### src/rtl/lcplc_input_tagger.sv
// Tags a raw hyperspectral AXI-Stream with row/band/slice/image end markers for the LCPLC coder.
// Optional build macro LCPLC_TAGGER_CHECK_EN enables the upstream in_last cross-check.
module lcplc_input_tagger #(
    parameter int unsigned DATA_WIDTH  = 16,
    parameter int unsigned COL_WIDTH   = 12,
    parameter int unsigned ROW_WIDTH   = 12,
    parameter int unsigned BAND_WIDTH  = 10,
    parameter int unsigned SLICE_WIDTH = 8
) (
    input  logic                   clk,
    input  logic                   rst,
    input  logic [COL_WIDTH-1:0]   cfg_cols_m1,
    input  logic [ROW_WIDTH-1:0]   cfg_rows_m1,
    input  logic [BAND_WIDTH-1:0]  cfg_bands_m1,
    input  logic [SLICE_WIDTH-1:0] cfg_slices_m1,
    input  logic                   in_valid,
    output logic                   in_ready,
    input  logic [DATA_WIDTH-1:0]  in_data,
    input  logic                   in_last,
    output logic                   x_valid,
    input  logic                   x_ready,
    output logic [DATA_WIDTH-1:0]  x_data,
    output logic                   x_last_r,
    output logic                   x_last_b,
    output logic                   x_last_s,
    output logic                   x_last_i,
    output logic                   err_last_mismatch,
    output logic                   busy
);

    logic                   x_valid_q, x_valid_d;
    logic [DATA_WIDTH-1:0]  x_data_q, x_data_d;
    logic                   last_r_q, last_r_d;
    logic                   last_b_q, last_b_d;
    logic                   last_s_q, last_s_d;
    logic                   last_i_q, last_i_d;
    logic                   err_q, err_d;
    logic                   busy_q, busy_d;

    logic [COL_WIDTH-1:0]   col_q, col_d;
    logic [ROW_WIDTH-1:0]   row_q, row_d;
    logic [BAND_WIDTH-1:0]  band_q, band_d;
    logic [SLICE_WIDTH-1:0] slice_q, slice_d;

    logic [COL_WIDTH-1:0]   cols_m1_q, cols_m1_d;
    logic [ROW_WIDTH-1:0]   rows_m1_q, rows_m1_d;
    logic [BAND_WIDTH-1:0]  bands_m1_q, bands_m1_d;
    logic [SLICE_WIDTH-1:0] slices_m1_q, slices_m1_d;

    logic                   accept;
    logic [COL_WIDTH-1:0]   cols_m1_c;
    logic [ROW_WIDTH-1:0]   rows_m1_c;
    logic [BAND_WIDTH-1:0]  bands_m1_c;
    logic [SLICE_WIDTH-1:0] slices_m1_c;
    logic                   last_r_c, last_b_c, last_s_c, last_i_c;

    assign in_ready = !x_valid_q || x_ready;
    assign accept   = in_valid && in_ready;

    // The first sample of an image sees the live configuration it is about to latch.
    always_comb begin
        cols_m1_c   = busy_q ? cols_m1_q   : cfg_cols_m1;
        rows_m1_c   = busy_q ? rows_m1_q   : cfg_rows_m1;
        bands_m1_c  = busy_q ? bands_m1_q  : cfg_bands_m1;
        slices_m1_c = busy_q ? slices_m1_q : cfg_slices_m1;
        last_r_c    = (col_q == cols_m1_c);
        last_b_c    = last_r_c && (row_q == rows_m1_c);
        last_s_c    = last_b_c && (band_q == bands_m1_c);
        last_i_c    = last_s_c && (slice_q == slices_m1_c);
    end

    always_comb begin
        x_valid_d   = x_valid_q;
        x_data_d    = x_data_q;
        last_r_d    = last_r_q;
        last_b_d    = last_b_q;
        last_s_d    = last_s_q;
        last_i_d    = last_i_q;
        busy_d      = busy_q;
        col_d       = col_q;
        row_d       = row_q;
        band_d      = band_q;
        slice_d     = slice_q;
        cols_m1_d   = cols_m1_q;
        rows_m1_d   = rows_m1_q;
        bands_m1_d  = bands_m1_q;
        slices_m1_d = slices_m1_q;
`ifdef LCPLC_TAGGER_CHECK_EN
        err_d       = err_q || (accept && (in_last != last_i_c));
`else
        // Reset value of err_q is 0, so this holds the flag at 0 forever.
        err_d       = err_q && in_last;
`endif

        if (accept) begin
            x_valid_d = 1'b1;
            x_data_d  = in_data;
            last_r_d  = last_r_c;
            last_b_d  = last_b_c;
            last_s_d  = last_s_c;
            last_i_d  = last_i_c;
            busy_d    = !last_i_c;
            if (!busy_q) begin
                cols_m1_d   = cfg_cols_m1;
                rows_m1_d   = cfg_rows_m1;
                bands_m1_d  = cfg_bands_m1;
                slices_m1_d = cfg_slices_m1;
            end
            // Mixed-radix advance; a last_i sample returns every counter to 0.
            col_d = last_r_c ? '0 : col_q + COL_WIDTH'(1);
            if (last_r_c) row_d   = last_b_c ? '0 : row_q + ROW_WIDTH'(1);
            if (last_b_c) band_d  = last_s_c ? '0 : band_q + BAND_WIDTH'(1);
            if (last_s_c) slice_d = last_i_c ? '0 : slice_q + SLICE_WIDTH'(1);
        end else if (x_ready) begin
            x_valid_d = 1'b0;
        end
    end

    always_ff @(posedge clk) begin
        if (rst) begin
            x_valid_q   <= 1'b0;
            x_data_q    <= '0;
            last_r_q    <= 1'b0;
            last_b_q    <= 1'b0;
            last_s_q    <= 1'b0;
            last_i_q    <= 1'b0;
            err_q       <= 1'b0;
            busy_q      <= 1'b0;
            col_q       <= '0;
            row_q       <= '0;
            band_q      <= '0;
            slice_q     <= '0;
            cols_m1_q   <= '0;
            rows_m1_q   <= '0;
            bands_m1_q  <= '0;
            slices_m1_q <= '0;
        end else begin
            x_valid_q   <= x_valid_d;
            x_data_q    <= x_data_d;
            last_r_q    <= last_r_d;
            last_b_q    <= last_b_d;
            last_s_q    <= last_s_d;
            last_i_q    <= last_i_d;
            err_q       <= err_d;
            busy_q      <= busy_d;
            col_q       <= col_d;
            row_q       <= row_d;
            band_q      <= band_d;
            slice_q     <= slice_d;
            cols_m1_q   <= cols_m1_d;
            rows_m1_q   <= rows_m1_d;
            bands_m1_q  <= bands_m1_d;
            slices_m1_q <= slices_m1_d;
        end
    end

    assign x_valid           = x_valid_q;
    assign x_data            = x_data_q;
    assign x_last_r          = last_r_q;
    assign x_last_b          = last_b_q;
    assign x_last_s          = last_s_q;
    assign x_last_i          = last_i_q;
    assign err_last_mismatch = err_q;
    // Busy also covers the accept cycle, so a 1x1x1x1 image still shows a one-cycle pulse.
    assign busy              = busy_q || accept;

endmodule
### config.mk
export PLATFORM = sky130hd
export DESIGN_NAME = lcplc_input_tagger
export DESIGN_NICKNAME = d
export VERILOG_FILES = /design/src/rtl/lcplc_input_tagger.sv
export SDC_FILE = /design/constraint.sdc
export NUM_CORES = 1
export LEC_CHECK = 0
export CAP_MARGIN = 20
export CORE_UTILIZATION = 55
export DETAILED_ROUTE_END_ITERATION = 12
export PLACE_DENSITY_LB_ADDON = 0.05
export SYNTH_ARGS = -nofsm -noshare
export SYNTH_HDL_FRONTEND = slang
export SYNTH_SLANG_ARGS = --single-unit
### constraint.sdc
create_clock -name clk -period 6.73 [get_ports clk]
set_input_delay 1.0095 -clock clk [delete_from_list [all_inputs] [get_ports clk]]
set_output_delay 1.0095 -clock clk [all_outputs]
set_load 0.02 [all_outputs]
Word-level counts from Yosys, hierarchy flattened:

Index checks and enable logic that the tools add are counted.

* bits of input ports: 63
* flip-flop bits (word level): 107
* memory bits (writable): 0
* latch bits: 0
* memories kept: 0
* output and inout bits: 24
* word-level logic and storage cells: 47
* memory bits (read-only): 0

* shift-type cells: 0
* reduce and logical (&&, ||, !) cells: 13
* mux-type cells: 10
* $add $sub $neg: 4
* multiply operators: 0
* $lt $le $gt $ge: 0
* equality and inequality tests: 4
* div/mod/pow operators: 0
* bitwise logic cells: 0

Operators with widths (number)
* $mux 12: 4
* $add 12x1->12 const B: 2
* $eq 12x12->1: 2
* $mux 10: 2
* $mux 8: 2
* $add 10x1->10 const B: 1
* $eq 10x10->1: 1
* $add 8x1->8 const B: 1
* $eq 8x8->1: 1
* $reduce_and 2->1: 3
* $logic_and 1x1->1: 5
* $logic_not 1->1: 2
* $logic_or 1x1->1: 2
* $mux 1: 2
* $reduce_bool 2->1: 1

Logic depth before layout (Yosys ltp):

* word-level depth: 6
* mapped depth: 11
* depth with buffers taken out: 7

Worst setup path before layout:

Ideal clock, no wire load.

* path type: input-to-reg
* from: input x_ready
* to: register row_q[1]
* slack: 3816 ps
* data arrival time: 2794 ps
* cell stages on the path: 8
* data required time: 6610 ps
* buffers on the path: 2
* library setup time: 120 ps
* cells stage by stage: nand2b_1 > nand2_1 > or4_1 > buf_2 > or2_2 > nand2b_1 > buf_2 > nor2_1

* longest elaborated chain between the ends: 3

RTL lines
* start: declaration: line 21 `input logic x_ready,`
* $logic_or 1x1->1: line 57 `assign in_ready = !x_valid_q || x_ready;`
* $logic_and 1x1->1: line 58 `assign accept = in_valid && in_ready;`
* $reduce_and 2->1 (no source line)
* end signal: assignment: line 147 `row_q <= row_d;`
* end: declaration: line 41 `logic [ROW_WIDTH-1:0] row_q, row_d;`

No other way between the ends.
A chain may end at the register's enable or synchronous reset.

Worst setup path in the final report:

* from: register busy_q
* to: register slice_q[5]

* longest elaborated chain between the ends: 6
* elaborated cells between the ends (all ways): 13
* those cells by class: 4 x eq/ne; 5 x mux; 4 x reduce/logical

RTL lines
* start: declaration: line 38 `logic busy_q, busy_d;`
* start signal: assignment: line 145 `busy_q <= busy_d;`
* $mux 12
* $eq 12x12->1 (on tied branches): line 66, 67
* $logic_and 1x1->1: line 67 `last_b_c = last_r_c && (row_q == rows_m1_c);`
* $logic_and 1x1->1: line 68 `last_s_c = last_b_c && (band_q == bands_m1_c);`
* $logic_and 1x1->1: line 69 `last_i_c = last_s_c && (slice_q == slices_m1_c);`
* $mux 8: line 113 `if (last_s_c) slice_d = last_i_c ? '0 : slice_q + SLICE_WIDTH'(1);`
* end signal: assignment: line 149 `slice_q <= slice_d;`
* end: declaration: line 43 `logic [SLICE_WIDTH-1:0] slice_q, slice_d;`

Parallel ways exist; a longest one is shown, timed or not.

==> impl_results.md <==
- Initial Util: 0.576
- Final Critical Period: 4260 ps
- Critical path class: reg -> reg
- DP Wirelength: 7700 um
- I/O Buffers: 86
- Max clock buf depth: 2
- DRT iter0 DRCs: 132
- RSZ-0062 raised after global routing: no
- Chip Height: 98.3 um
- Status: completed
- Netlist cell types: 39
- Final worst slack: 2470 ps
- Post-synthesis cell count: 607
- Synth Area in Simple Gates: 0.226
- Residual DRC count: 0
- Die width: 98.3 um
- Worst-path clk slew: 100 ps
- Die ar.: 9660 um^2
- Gr ovfl total: 0
- Synth Area in Compound Gates: 0.0910
- Initial antenna violation count: 0
- TritonCTS Buffers: 9
- Hold_ws: 450 ps
- Most common cell after layout, fill and taps aside: nand2_1
- Fin Setup TNS: 0 ps
- Max Cap Viol: 0
- Final ANT Viol Nets: 0
- Vias: 4242
- Max-slew headroom: 0.424
- Total wire length: 11200 um
- Xor and xnor fraction of the mapped netlist area: 0.122
- Power Density: 201 nW/um^2
- Largest family of logic cells by synthesized area: simple AND/OR/NAND/NOR gates
- Most frequent cells in the layout: nand2_1, dfxtp_1, clkdlybuf4s50_1, a21oi_1, mux2i_1
- Post-CTS sizing: 0
- Final period utilization: 0.633
- Ys Warns: 0
- Layout cell share with drive strength beyond 1: 0.0560
- Clk root buf: clkbuf_8
- Synth Area per Inst: 8.40 um^2
- # rows: 34
- HP Class: reg -> reg
- I/O Pins: 87
- Crit path DAT: 4550 ps
- CTS tree: yes
- Post-Syn Nets: 674
- Pin count of the biggest net entering global routing: 86
- Sequential share of the synthesized area: 0.420
- Area delta synth->final: 20.5%
- Global Route Usage Sum: 0.243
- VDD IR max: 0.119 mV
- Antenna diodes: 0
- Post-Synthesis Cell Area: 5100 um^2
- First-pass GRT wire length: 19000 um
- Final number of max-transition violations: 0
- Detailed Routing Iterations Pass 1: 7
- Leak Pwr: 2.18 nW
- Number of global-route vias before repair: 4137
- CTS H-tree lvls: 3
- Nets: 741
- Setup Fix Bufs, Post-CTS: 0
- Adder-Cell Fraction of Synth Area: 0.00981
- Crit path max fanout: 26
- Setup crit end kind: register
- WL/cell: 14.3 um
- Worst-margin pin slew: 864 ps
- Final setup fails: 0
- Post-CTS Hold Fix Bufs: 0
- Worst slack at placement: 2540 ps
- Worst clock skew: 11.3 ps
- Sink Count: 107
- Worst-Skew Late Latency: 370 ps
- CP required: 7020 ps
- Core Util, Final: 0.695
- Seq cells post-synth: 107
- Drt via density: 5.39
- Max Fclk: 235 MHz
- Startpoint Class: register
- Final hold violation count: 0
- Gpl congestion: 0.898
- FILL cells: 752
- Core ar.: 8850 um^2
- Mux cell area share after synthesis: 0.0871
## metal layers
layer | GRT usage | part of all wire
met2 | 0.408 | 0.46
met3 | 0.0501 | 0.053
met1 | 0.321 | 0.48
met4 | 0.0551 | 0.0096
met5 | 0 | 0
## layout make-up
| type | instances | area (um^2) | area share |
|---|---|---|---|
| multi-input cells | 452 | 2740 | 0.445 |
| flip-flops and latches | 107 | 2140 | 0.349 |
| repair buffers | 92 | 901 | 0.147 |
| clock buffers | 11 | 151 | 0.0246 |
| well taps | 108 | 135 | 0.0220 |
| inverters | 12 | 45.0 | 0.00733 |
| clock inverters | 5 | 36.3 | 0.00590 |
## flip-flops by register name, summed over array words and instances (netlist names), 10 cells and up
signal      cells
rows_m1_q      12
bands_m1_q     10
x_data         16
cols_m1_q      12
row_q          12
band_q         10
col_q          12
## worst paths after layout
path,from,to,slack [ps],cells past startpoint
worst min-delay path,err_last_mismatch,err_last_mismatch,450,2
worst max-delay path,busy_q,slice_q[5],2470,8
worst min register to register,err_last_mismatch,err_last_mismatch,450,2
worst max register to register,busy_q,slice_q[5],2470,8
## through the flow
| step | area, um^2 | instances | total power [mW] |
|---|---|---|---|
| floorplan | 5100 | 607 | 0.797 |
| global placement | 5960 | 771 | 0.868 |
| detailed placement | 5960 | 771 | 0.872 |
| CTS | 6150 | 787 | 1.25 |
| global route | 6150 | 787 | 1.29 |
| finish | 6150 | 787 | 1.24 |
## worst max-delay path: stages (launching register included)
cell and delay [ps]:
dfxtp_2 880, buf_4 480, mux2i_1 310, xor2_1 170, nand4_1 150, or4_1 910, nor3b_2 700, nand2_1 330
o211ai_1 240
## cells in the mapped netlist (all sizes together)
cell    instances  area share
or3b            1      0.0017
and4            1      0.0017
a21boi          5      0.0074
dfxtp         107        0.42
mux2i          44       0.087
or4             1      0.0015
a211oi          8       0.012
a21oi          61       0.060
xor2           30       0.052
xnor2          41       0.070
and2            1      0.0012
and3            3      0.0037
clkbuf         23       0.017
nand2b          7      0.0086
o211ai          1      0.0015
nor3b           3      0.0054
o32ai           5      0.0086
o21ai           2      0.0020
inv            12      0.0088
ha              4      0.0098
nand2         126       0.093
nand3          13       0.013
nor4           12       0.016
nor3           10      0.0098
nand4          15       0.018
or2             4      0.0049
and3b           1      0.0017
nor2           45       0.036
or3             7      0.0086
buf            13       0.018
nand3b          1      0.0015
## where the power goes
| group | switching, mW | internal (mW) |
|---|---|---|
| clock | 0.222 | 0.157 |
| sequential | 0.0185 | 0.657 |
| combinational | 0.0909 | 0.0913 |
## logic make-up after synthesis
family                     Yosys count
adders and majority gates            4
and+or+nand+nor                    251
xor gates and xnor gates            71
muxes                               44
DFF                                107
buffers and inverters               48
AOI/OAI and AO/OA                   82
Note: power is estimated with default switching activity, not from simulation.
